### config.mk
export PLATFORM = sky130hd
export DESIGN_NAME = mem_port_arbiter
export DESIGN_NICKNAME = d
export VERILOG_FILES = /design/src/rtl/mem_port_arbiter.sv
export SDC_FILE = /design/constraint.sdc
export NUM_CORES = 1
export LEC_CHECK = 0
export ABC_CLOCK_PERIOD_IN_PS = 3200
export CAP_MARGIN = 20
export CORE_ASPECT_RATIO = 0.75
export CORE_UTILIZATION = 34
export DETAILED_ROUTE_END_ITERATION = 8
export PLACE_DENSITY = 0.93
export SYNTH_ARGS = -nofsm -noshare
export SYNTH_HDL_FRONTEND = slang
export SYNTH_SLANG_ARGS = --single-unit
### constraint.sdc
create_clock -name clk -period 3.2 [get_ports clk]
set_input_delay 0.96 -clock clk [delete_from_list [all_inputs] [get_ports clk]]
set_output_delay 0.96 -clock clk [all_outputs]
set_load 0.02 [all_outputs]
### src/rtl/mem_port_arbiter.sv
// mem_port_arbiter: two-port round-robin arbiter in front of a single fixed-latency memory
//   clk, rst                  : clock, asynchronous active-high reset
//   mN_req/we/addr/wdata      : requester N access request, direction, byte address, write data
//   mN_gnt                    : one-cycle pulse when requester N's access is issued to memory
//   mN_rvalid, rdata          : one-cycle read-return pulse for requester N, shared read data
//   mem_en/we/addr/wdata      : memory strobe, write enable, address, write data
//   mem_rdata                 : memory read data, valid RD_LAT cycles after mem_en
//   busy                      : an access is in flight
module mem_port_arbiter #(
  parameter int AW     = 32,
  parameter int DW     = 32,
  parameter int RD_LAT = 1
) (
  input  logic          clk,
  input  logic          rst,
  input  logic          m0_req,
  input  logic          m0_we,
  input  logic [AW-1:0] m0_addr,
  input  logic [DW-1:0] m0_wdata,
  input  logic          m1_req,
  input  logic          m1_we,
  input  logic [AW-1:0] m1_addr,
  input  logic [DW-1:0] m1_wdata,
  output logic          m0_gnt,
  output logic          m1_gnt,
  output logic          m0_rvalid,
  output logic          m1_rvalid,
  output logic [DW-1:0] rdata,
  output logic          mem_en,
  output logic          mem_we,
  output logic [AW-1:0] mem_addr,
  output logic [DW-1:0] mem_wdata,
  input  logic [DW-1:0] mem_rdata,
  output logic          busy
);
  typedef enum logic [1:0] {IDLE, ACCESS, WAIT} state_t;
  localparam logic [1:0] LAT_M1 = 2'(RD_LAT - 1);
  state_t        r_state;
  state_t        w_next;
  // r_owner is both the current owner and the last-grant record (1 = m1)
  logic          r_owner;
  logic          r_we;
  logic [AW-1:0] r_addr;
  logic [DW-1:0] r_wdata;
  logic [1:0]    r_cnt;
  logic          w_any;
  logic          w_win;
  logic          w_access;
  logic          w_rvalid;
  assign w_any = m0_req | m1_req;
  // on a tie the port that did not win last time takes the memory
  assign w_win = (m0_req & m1_req) ? ~r_owner : m1_req;
  always_ff @(posedge clk or posedge rst) begin
    if (rst) begin
      r_state <= IDLE;
      r_owner <= 1'b1;
      r_we    <= 1'b0;
      r_addr  <= '0;
      r_wdata <= '0;
      r_cnt   <= 2'd0;
    end else begin
      r_state <= w_next;
      if (r_state == IDLE && w_any) begin
        r_owner <= w_win;
        r_we    <= w_win ? m1_we : m0_we;
        r_addr  <= w_win ? m1_addr : m0_addr;
        r_wdata <= w_win ? m1_wdata : m0_wdata;
      end
      r_cnt <= (r_state == ACCESS) ? LAT_M1 :
               (r_state == WAIT && r_cnt != 2'd0) ? r_cnt - 2'd1 : r_cnt;
    end
  end
  always_comb begin
    w_next   = r_state;
    w_access = r_state == ACCESS;
    w_rvalid = r_state == WAIT && r_cnt == 2'd0;
    case (r_state)
      IDLE:    w_next = w_any ? ACCESS : IDLE;
      ACCESS:  w_next = r_we ? IDLE : WAIT;
      WAIT:    w_next = w_rvalid ? IDLE : WAIT;
      default: w_next = IDLE;
    endcase
  end
  assign mem_en    = w_access;
  assign mem_we    = w_access & r_we;
  assign mem_addr  = r_addr;
  assign mem_wdata = r_wdata;
  assign m0_gnt    = w_access & ~r_owner;
  assign m1_gnt    = w_access & r_owner;
  assign m0_rvalid = w_rvalid & ~r_owner;
  assign m1_rvalid = w_rvalid & r_owner;
  assign rdata     = w_rvalid ? mem_rdata : '0;
  assign busy      = r_state != IDLE;
endmodule

==> metrics.yaml <==
outcome: "finished clean"
die_w_um: 120.6
initialDrtViolationCount: 246
finClkSkew_ps: 5.278
setup_tns_ps: 0
avgViaCountPerCell: 5.121
io_pins: 269
clkSinkCount: 70
max_slew_margin_pct: 49.68
synth-seq-cells: 70
p_leak_nw: 3.282
hp-class: "reg -> reg"
finalSetupViolations: 0
row_count: 32
slew_violations: 0
slowest_delay_ps: 410
yosysSeqAreaShare_pct: 48.90
grtUsageTotal_pct: 23.49
yosysTopAreaCellShare_pct: 48.17
ir_worst_vdd_mv: 0.4885
required_ps: 2240
place_congestion: 0.8027
p_per_area_nw_per_um2: 885.1
cts_hold_buffers: 0
synth_nets: 598
detailed_place_hpwl_um: 9411
critPathArrivalTime_ps: 2090
fmax_ghz: 0.3284
drive_gt1_share_pct: 4.942
cts_tree: "built"
ant_nets: 0
insertion_delay_ps: 320
grt_pass1_wl_um: 20300
vias: 4220
start_kind: "flip-flop"
cts.path.max_buffers: 2
synth_cells: 431
path_cells: "inv_1, ha_1, nand2_1, nor2_1, buf_2, and2_1, dlygate4sd2_1"
post-route-util_pct: 66.02
hold_slack_ps: 533.2
firstDrtPassIters: 5
drc: 0
numCtsBuffers: 9
syn_avg_cell_area_sq_um: 8.317
grt-ovfl-total: 0
fin_crit_sh_pct: 95.16
finalWirelength_um: 13360
path_max_fanout: 16
h-tree-depth: 3
critical_path_class: "reg -> out"
antenna_cells: 0
synth_area_sq_um: 3585
root_buffer: "clkbuf_16"
wl_per_cell_um: 16.21
synth_area_leaders: "dfrtp_1 (48%), nand2_1 (14%), a31oi_1 (12%)"
grt_antenna_before_repair: 0
end_kind: "output port"
max_slew.worst_pin.slew_ps: 754.8
port_buffers: 268
area_growth_pct: 88.76
synth_top_area_cell: "dfrtp_1"
die-height_um: 90.93
ys_types: 26
grt_start_max_net_pins: 71
max-cap-violations: 0
core_area_sq_um: 10250
path_clk_slew_ps: 50
rsz0062_at_grt: "false"
crit_slowest_cell: "dfrtp_1"
period_minus_slack_ps: 3045
design.die.area_sq_um: 10960
layout.nets: 850
initial_utilization_pct: 34.97
postCtsSetupBuffers: 0
grt_pass1_vias: 4088
hold_viol_final: 0
yosys_warnings: 0
synth_stat cells:
master / n
clkbuf_1: 6
o31ai_1: 1
ha_1: 1
nor3_1: 2
nor2_1: 2
and2_1: 36
dfstp_2: 1
clkbuf_2: 3
a22o_1: 2
a21oi_1: 66
a21o_1: 1
buf_6: 4
inv_1: 5
a21bo_2: 1
or2_1: 1
nand2b_1: 2
a21boi_1: 1
buf_2: 19
nor2b_1: 1
buf_4: 6
buf_1: 1
nor2_4: 1
a31oi_1: 66
o22ai_1: 1
nand2_1: 132
dfrtp_1: 69
placed cells by master (no fill, tap or decap), types with 3 or more instances in the layout:
cell type          n
clkdlybuf4s50_1  235
nand2_1          132
dfrtp_1           69
a21oi_1           66
a31oi_1           66
and2_1            35
dlymetal6s2s_1    31
clkbuf_16          9
buf_4              7
inv_1              4
bufinv_16          3
buf_12             3
through the flow:
step,cell area (sq um),instances,power [mW],setup slack [ps]
after floorplan,3585,431,3.356,473.4
after global placement,6344,807,4.768,68.85
after detailed placement,6344,807,4.881,65.32
after CTS,6684,823,6.027,11.71
after global routing,6766,824,6.333,35.87
final,6766,824,5.989,154.9
worst max-delay path: cells and delay by family (launching register included):
family	cells	cell delay, ps
adders and majority gates	1	210
buffers and inverters	3	710
DFF	1	410
and+or+nand+nor	3	440
what timing repair did:
| action | in CTS | in global routing |
|---|---|---|
| setup endpoints to repair | 19 | 31 |
| gates cloned | 0 | 1 |
| pin swaps | 0 | 0 |
| endpoints found under the hold margin | 0 | 0 |
| resized for setup | 3 | 31 |
layer usage:
| metal | share of wire [%] | GRT usage, % | vias up |
|---|---|---|---|
| met3 | 9.0 | 6.881 | 14 |
| met1 | 39 | 27.84 | 1991 |
| li1 | - | - | 1980 |
| met5 | 0 | 0 | - |
| met4 | 0.84 | 5.144 | 0 |
| met2 | 51 | 41.81 | 235 |
power breakdown:
part / switching (mW) / internal [mW] / leakage (nW)
Clock: 0.355 / 0.759 / 0.159
Sequential: 0.291 / 1.34 / 0.792
Combinational: 1.77 / 1.48 / 2.33
cell families (layout without fill, tap and decap cells):
| logic type | Yosys count | in the layout | share of synthesized area [%] |
|---|---|---|---|
| AO/OA/AOI/OAI | 139 | 139 | 22.30 |
| adder cells (fa/ha/maj) | 1 | 1 | 0.3490 |
| buffers and inverters | 44 | 301 | 6.841 |
| flip-flops | 70 | 70 | 48.90 |
| AND/OR/NAND/NOR | 177 | 177 | 21.61 |
area by class of cell:
class	instances	area [sq um]
clock buffers	10	229.0
clock inverters	6	110.1
fillers	796	3483
inverters	5	18.77
multi-input cells	317	1599
flip-flops and latches	70	1753
well taps	136	170.2
repair buffers	280	2887
final timing paths:
| check | startpoint | end | slack (ps) | depth (start not counted) |
|---|---|---|---|---|
| min in group asynchronous | rst | mem_wdata[28] | 1050 | 3 |
| setup reg to reg | r_state[0] | mem_addr[21] | 1000 | 5 |
| hold reg to reg | r_cnt[1] | r_cnt[1] | 530 | 1 |
| hold / removal | r_cnt[1] | r_cnt[1] | 530 | 1 |
| setup / recovery | r_cnt[0] | rdata[12] | 150 | 7 |
| max in group asynchronous | rst | r_owner | 1820 | 3 |
flip-flops by register name, summed over array words and instances (netlist names):
register and count:
mem_wdata 32, r_we 1, r_cnt 2, r_state 2
r_owner 1, mem_addr 32
No activity file was read; power rests on OpenSTA's default activity.
